`src/rtl/event_pulse_pkg.sv`:
```
// Shared types and defaults for the debounced event pulse generator.
package event_pulse_pkg;

    typedef enum logic [1:0] {
        ST_LOW       = 2'd0,
        ST_QUAL_HIGH = 2'd1,
        ST_HIGH      = 2'd2,
        ST_QUAL_LOW  = 2'd3
    } state_e;

    localparam int SYNC_STAGES_DEF     = 2;
    localparam int DEBOUNCE_CYCLES_DEF = 4;

    function automatic logic [7:0] sat_inc8(input logic [7:0] v);
        return (v == 8'hFF) ? v : v + 8'd1;
    endfunction

endpackage

```
`src/rtl/event_pulse_gen_sync_chain.sv`:
```
// Multi-flop synchronizer for an asynchronous single-bit input, cleared by reset.
module sync_chain #(
    parameter int DEPTH = 2
) (
    input  logic clk,
    input  logic rst_n,
    input  logic d_i,
    output logic q_o
);

    logic [DEPTH-1:0] chain_q;

    always_ff @(posedge clk or negedge rst_n) begin
        if (!rst_n) begin
            chain_q <= '0;
        end else begin
            chain_q <= {chain_q[DEPTH-2:0], d_i};
        end
    end

    assign q_o = chain_q[DEPTH-1];

endmodule

```
`src/rtl/event_pulse_gen.sv`:
```
// Debounced event detector: one-cycle pulse per accepted rising edge of evt_in.
// Optional glitch counter enabled by defining EVENT_PULSE_GLITCH_CNT_EN.
module event_pulse_gen
    import event_pulse_pkg::*;
#(
    parameter int SYNC_STAGES     = SYNC_STAGES_DEF,
    parameter int DEBOUNCE_CYCLES = DEBOUNCE_CYCLES_DEF
) (
    input  logic       clk,
    input  logic       rst_n,
    input  logic       evt_in,
    output logic       pulse_out,
    output logic       level_out,
    output logic       busy
`ifdef EVENT_PULSE_GLITCH_CNT_EN
    ,
    output logic [7:0] glitch_cnt
`endif
);

    localparam logic [7:0] Q_LAST = 8'(DEBOUNCE_CYCLES - 1);

    logic   s;
    state_e state_q, state_d;
    logic [7:0] q_q, q_d;
    logic   pulse_q, pulse_d;

    sync_chain #(
        .DEPTH (SYNC_STAGES)
    ) u_sync (
        .clk   (clk),
        .rst_n (rst_n),
        .d_i   (evt_in),
        .q_o   (s)
    );

    always_comb begin
        state_d = state_q;
        q_d     = q_q;
        case (state_q)
            ST_LOW: begin
                if (s) begin
                    state_d = ST_QUAL_HIGH;
                    q_d     = 8'd0;
                end
            end
            ST_QUAL_HIGH: begin
                if (!s) begin
                    state_d = ST_LOW;
                end else if (q_q == Q_LAST) begin
                    state_d = ST_HIGH;
                end else begin
                    q_d = q_q + 8'd1;
                end
            end
            ST_HIGH: begin
                if (!s) begin
                    state_d = ST_QUAL_LOW;
                    q_d     = 8'd0;
                end
            end
            ST_QUAL_LOW: begin
                if (s) begin
                    state_d = ST_HIGH;
                end else if (q_q == Q_LAST) begin
                    state_d = ST_LOW;
                end else begin
                    q_d = q_q + 8'd1;
                end
            end
            default: begin
                state_d = ST_LOW;
                q_d     = 8'd0;
            end
        endcase
        // Only a qualified rise pulses; a glitch return from QUAL_LOW lands in HIGH silently.
        pulse_d = (state_q == ST_QUAL_HIGH) && (state_d == ST_HIGH);
    end

    always_ff @(posedge clk or negedge rst_n) begin
        if (!rst_n) begin
            state_q <= ST_LOW;
            q_q     <= 8'd0;
            pulse_q <= 1'b0;
        end else begin
            state_q <= state_d;
            q_q     <= q_d;
            pulse_q <= pulse_d;
        end
    end

    assign pulse_out = pulse_q;
    assign level_out = (state_q == ST_HIGH) || (state_q == ST_QUAL_LOW);
    assign busy      = (state_q == ST_QUAL_HIGH) || (state_q == ST_QUAL_LOW);

`ifdef EVENT_PULSE_GLITCH_CNT_EN
    logic [7:0] glitch_q;
    logic       glitch_evt;

    assign glitch_evt = ((state_q == ST_QUAL_HIGH) && !s) ||
                        ((state_q == ST_QUAL_LOW)  &&  s);

    always_ff @(posedge clk or negedge rst_n) begin
        if (!rst_n) begin
            glitch_q <= 8'd0;
        end else if (glitch_evt) begin
            glitch_q <= sat_inc8(glitch_q);
        end
    end

    assign glitch_cnt = glitch_q;
`endif

endmodule
```
`config.mk`:
```
export PLATFORM = sky130hd
export DESIGN_NAME = event_pulse_gen
export DESIGN_NICKNAME = d
export VERILOG_FILES = /design/src/rtl/event_pulse_pkg.sv /design/src/rtl/event_pulse_gen_sync_chain.sv /design/src/rtl/event_pulse_gen.sv
export SDC_FILE = /design/constraint.sdc
export NUM_CORES = 1
export LEC_CHECK = 0
export CORE_AREA = 2 2 39 41
export CTS_CLUSTER_DIAMETER = 30
export DETAILED_ROUTE_END_ITERATION = 12
export DIE_AREA = 0 0 41 43
export GPL_TIMING_DRIVEN = 0
export PLACE_DENSITY = 0.83
export SETUP_SLACK_MARGIN = 0.4
export SLEW_MARGIN = 10
export SYNTH_ARGS = -nofsm -noshare
export SYNTH_HDL_FRONTEND = slang
export SYNTH_SLANG_ARGS = --single-unit
```
`constraint.sdc`:
```
create_clock -name clk -period 2.9 [get_ports clk]
set_clock_uncertainty 0.15 [all_clocks]
set_input_delay 0.58 -clock clk [delete_from_list [all_inputs] [get_ports clk]]
set_output_delay 0.58 -clock clk [all_outputs]
set_load 0.01 [all_outputs]
```
==> out/summary.txt <==
SYNTHESIS
--------------------------------------------------------------------------------------------------------
Flip-flop and latch count after synthesis .................................................           13
Mapped Area ...............................................................................      694 um2
Number of standard cells after synthesis ..................................................           71
Share of synthesized registers carrying an async set or reset .............................         100%
Syn avg cell area .........................................................................     9.78 um2
Net count after synthesis .................................................................           75
Count of flip-flops with a built-in enable after synthesis ................................            0
Number of distinct standard cells referenced by the synthesized netlist ...................           30
Sequential element share of the synthesized area ..........................................        46.8%
Primary FF master, synth .................................................................. sky130_fd_sc_hd__dfrtp_1
Warnings, synthesis .......................................................................            0

LAYOUT
--------------------------------------------------------------------------------------------------------
Most common cell after layout, fill and taps aside ........................................ sky130_fd_sc_hd__dfrtp_1
Final antenna diode count .................................................................            0
Nets ......................................................................................           85
Commonest cells after routing, fill and taps aside ........................................ sky130_fd_sc_hd__dfrtp_1 (13), sky130_fd_sc_hd__nand2_1 (9), sky130_fd_sc_hd__nand3_1 (7)
Layout cell share with drive strength beyond 1 ............................................        8.75%
Area overhead of the layout relative to synthesis .........................................        14.1%

PLACEMENT
--------------------------------------------------------------------------------------------------------
Routability Congestion ....................................................................        0.796
Detailed Place HPWL .......................................................................       983 um
Port Buffer Count .........................................................................            5

TIMING
--------------------------------------------------------------------------------------------------------
Endpoints failing setup ...................................................................            0
Minimum period implied by the final worst setup slack .....................................      2280 ps
Worst slew margin .........................................................................        62.9%
Ratio of final minimum period to clock period .............................................        78.6%
Max Fclk ..................................................................................    0.439 GHz
Final Hold Viols ..........................................................................            0
Count of pins over their slew limit .......................................................            0
RSZ-0062 raised after global routing ......................................................           no
Worst-margin pin slew .....................................................................       555 ps
Setup TNS .................................................................................         0 ps

CLOCK TREE
--------------------------------------------------------------------------------------------------------
Maximum level of the CTS H-tree ...........................................................            1
Number of buffers created by CTS ..........................................................            3
Post-CTS clock slew at the launch and capture registers of the worst setup and hold paths .        80 ps
Maximum buffer depth of the clock tree ....................................................            2
Source-to-sink clock delay at the later pin of the worst-skew pair ........................       280 ps
Number of buffers inserted for hold repair after clock tree synthesis .....................            0
Post-cts sizing count .....................................................................            0
Buffers inserted by post-CTS timing repair ................................................            0
Total clock sinks .........................................................................           13
CTS root buf .............................................................................. sky130_fd_sc_hd__clkbuf_4
TritonCTS clock tree ......................................................................          yes

ROUTE
--------------------------------------------------------------------------------------------------------
Met3 layer wire length in the routed design ...............................................        57 um
Mean number of vias per cell ..............................................................         5.83
First-pass detailed-route iteration total .................................................            4
First DRT Iteration DRCs ..................................................................           17
Drt wl/cell ...............................................................................      13.6 um
Met1 Wirelength ...........................................................................       566 um
DR top layer ..............................................................................         met4
Detailed-route DRC error count ............................................................            0
Final WL ..................................................................................      1310 um
Remaining antenna violation count .........................................................            0
Total via count after detailed routing ....................................................          560
Metal2 WL .................................................................................       650 um

DIE
--------------------------------------------------------------------------------------------------------
Number of I/O pins ........................................................................            6
Core Area .................................................................................     1380 um2
Initial Util ..............................................................................        50.2%
Number of rows created at floorplan .......................................................           14
Die area ..................................................................................     1760 um2
Horiz. Die Dim ............................................................................        41 um
Die extent in y ...........................................................................        43 um

POWER
--------------------------------------------------------------------------------------------------------
Relative contribution of the clock network to total power .................................        20.0%
VDD IR-drop max ...........................................................................     0.503 mV
P_int .....................................................................................     0.360 mW
Logic gate share of total power ...........................................................        39.2%
Power after layout ........................................................................     0.571 mW
Total power divided by cell area ..........................................................   721 nW/um2
Net Sw Frac ...............................................................................        37.0%
Leakage power summed over all cells .......................................................     0.343 nW
Reported net switching power ..............................................................     0.211 mW
Sequential fraction of design power .......................................................        40.8%

GRT
--------------------------------------------------------------------------------------------------------
Aggregate global-route resource usage .....................................................        20.7%
Number of antenna violations at the first check in global routing .........................            0
Number of global-route vias before repair .................................................          581
Remaining Overflow, GRT ...................................................................            0
Global-route wire length before repair ....................................................      2420 um
Maximum number of pins on one net before global-route repair ..............................           14

STATUS
--------------------------------------------------------------------------------------------------------
Result of the run ......................................................................... finished clean

MIN PATH
--------------------------------------------------------------------------------------------------------
Worst hold-check path type ................................................................   reg -> reg

WORST SETUP PATH
--------------------------------------------------------------------------------------------------------
Data required, critical path ..............................................................      2170 ps
Type of destination of the critical path ..................................................  output port
Max FO, Critical Path .....................................................................            9
Kind of critical path .....................................................................   reg -> out
Data arrival time of the worst path .......................................................      1550 ps
Startpoint class of the critical path .....................................................    flip-flop

FLOW RUN
--------------------------------------------------------------------------------------------------------
Number of max-cap violations ..............................................................            0

## metrics by stage
stage	area (um2)	std cells	utilization, %	hold WS, ps	setup slack (ps)
floorplan	694	71	-	134	1350
global placement	764	92	55.2	195	922
detailed placement	764	92	55.2	188	906
CTS	792	96	57.2	218	592
global route	792	96	57.2	222	524
finish	792	96	57.2	215	620
## worst paths after layout
kind                                   start                 to  slack, ps  depth (start not counted)
setup / recovery                  state_q[0]               busy        620                          3
hold / removal             u_sync.chain_q[0]  u_sync.chain_q[1]        220                          0
setup reg to reg                      q_q[0]         state_q[1]       1200                          4
hold reg to reg            u_sync.chain_q[0]  u_sync.chain_q[1]        220                          0
max in group asynchronous              rst_n             q_q[5]       1740                          1
min in group asynchronous              rst_n             q_q[1]        500                          1
## power by group through the flow
stage	sequential [mW]	combinational, mW	clock (mW)
final	0.233	0.224	0.114
after global routing	0.239	0.248	0.125
after CTS	0.234	0.226	0.117
after detailed placement	0.238	0.225	0
after global placement	0.235	0.220	0
after floorplan	0.230	0.158	0
## synthesized netlist by cell type, types with 2 or more instances
master	number	share of area, %
sky130_fd_sc_hd__nor2b_1	3	2.7
sky130_fd_sc_hd__nand2_1	9	4.9
sky130_fd_sc_hd__nand2b_1	3	2.7
sky130_fd_sc_hd__nand4_1	4	3.6
sky130_fd_sc_hd__buf_2	2	1.4
sky130_fd_sc_hd__o211ai_1	2	2.2
sky130_fd_sc_hd__nand3_1	7	5.0
sky130_fd_sc_hd__nor3b_1	2	2.2
sky130_fd_sc_hd__clkbuf_1	2	1.1
sky130_fd_sc_hd__a21oi_1	2	1.4
sky130_fd_sc_hd__inv_1	2	1.1
sky130_fd_sc_hd__a21o_1	3	3.2
sky130_fd_sc_hd__dfrtp_1	13	47
## state kept, by name (all words and copies together), names as in the netlist
register,count
pulse_out,1
u_sync.chain_q,2
state_q,2
q_q,8
## cells by family (layout without fill, tap and decap cells)
| group | after synthesis | in the layout | share of synthesized area (%) |
|---|---|---|---|
| multiplexers | 1 | 1 | 1.62 |
| buffers and inverters | 7 | 16 | 4.87 |
| AND/OR/NAND/NOR | 35 | 35 | 29.9 |
| adder cells (fa/ha/maj) | 1 | 1 | 1.80 |
| AO/OA/AOI/OAI | 12 | 12 | 12.4 |
| XOR/XNOR | 2 | 2 | 2.52 |
| flip-flops | 13 | 13 | 46.8 |
## worst max-delay path, stage by stage (launching register included)
cell and delay (ps):
sky130_fd_sc_hd__dfrtp_1 330, sky130_fd_sc_hd__clkbuf_1 280, sky130_fd_sc_hd__clkbuf_1 130, sky130_fd_sc_hd__clkdlybuf4s50_1 530
## cell type report
type / count / area [um2]
buffer: 5 / 26.3
clock buffer: 3 / 22.5
clock inverter: 1 / 5.00
fill: 112 / 592
inverter: 2 / 7.51
multi-input combinational: 51 / 335
sequential: 13 / 325
tap: 16 / 20.0
timing repair buffer: 5 / 50.0
## metal layers
metal  GRT usage, %  vias to the layer above
li1               -                      273
met1           27.1                      268
met2           30.0                       15
met3           4.71                        4
met4           12.0                        0
met5              0                        -
No activity file was read; power rests on OpenSTA's default activity.
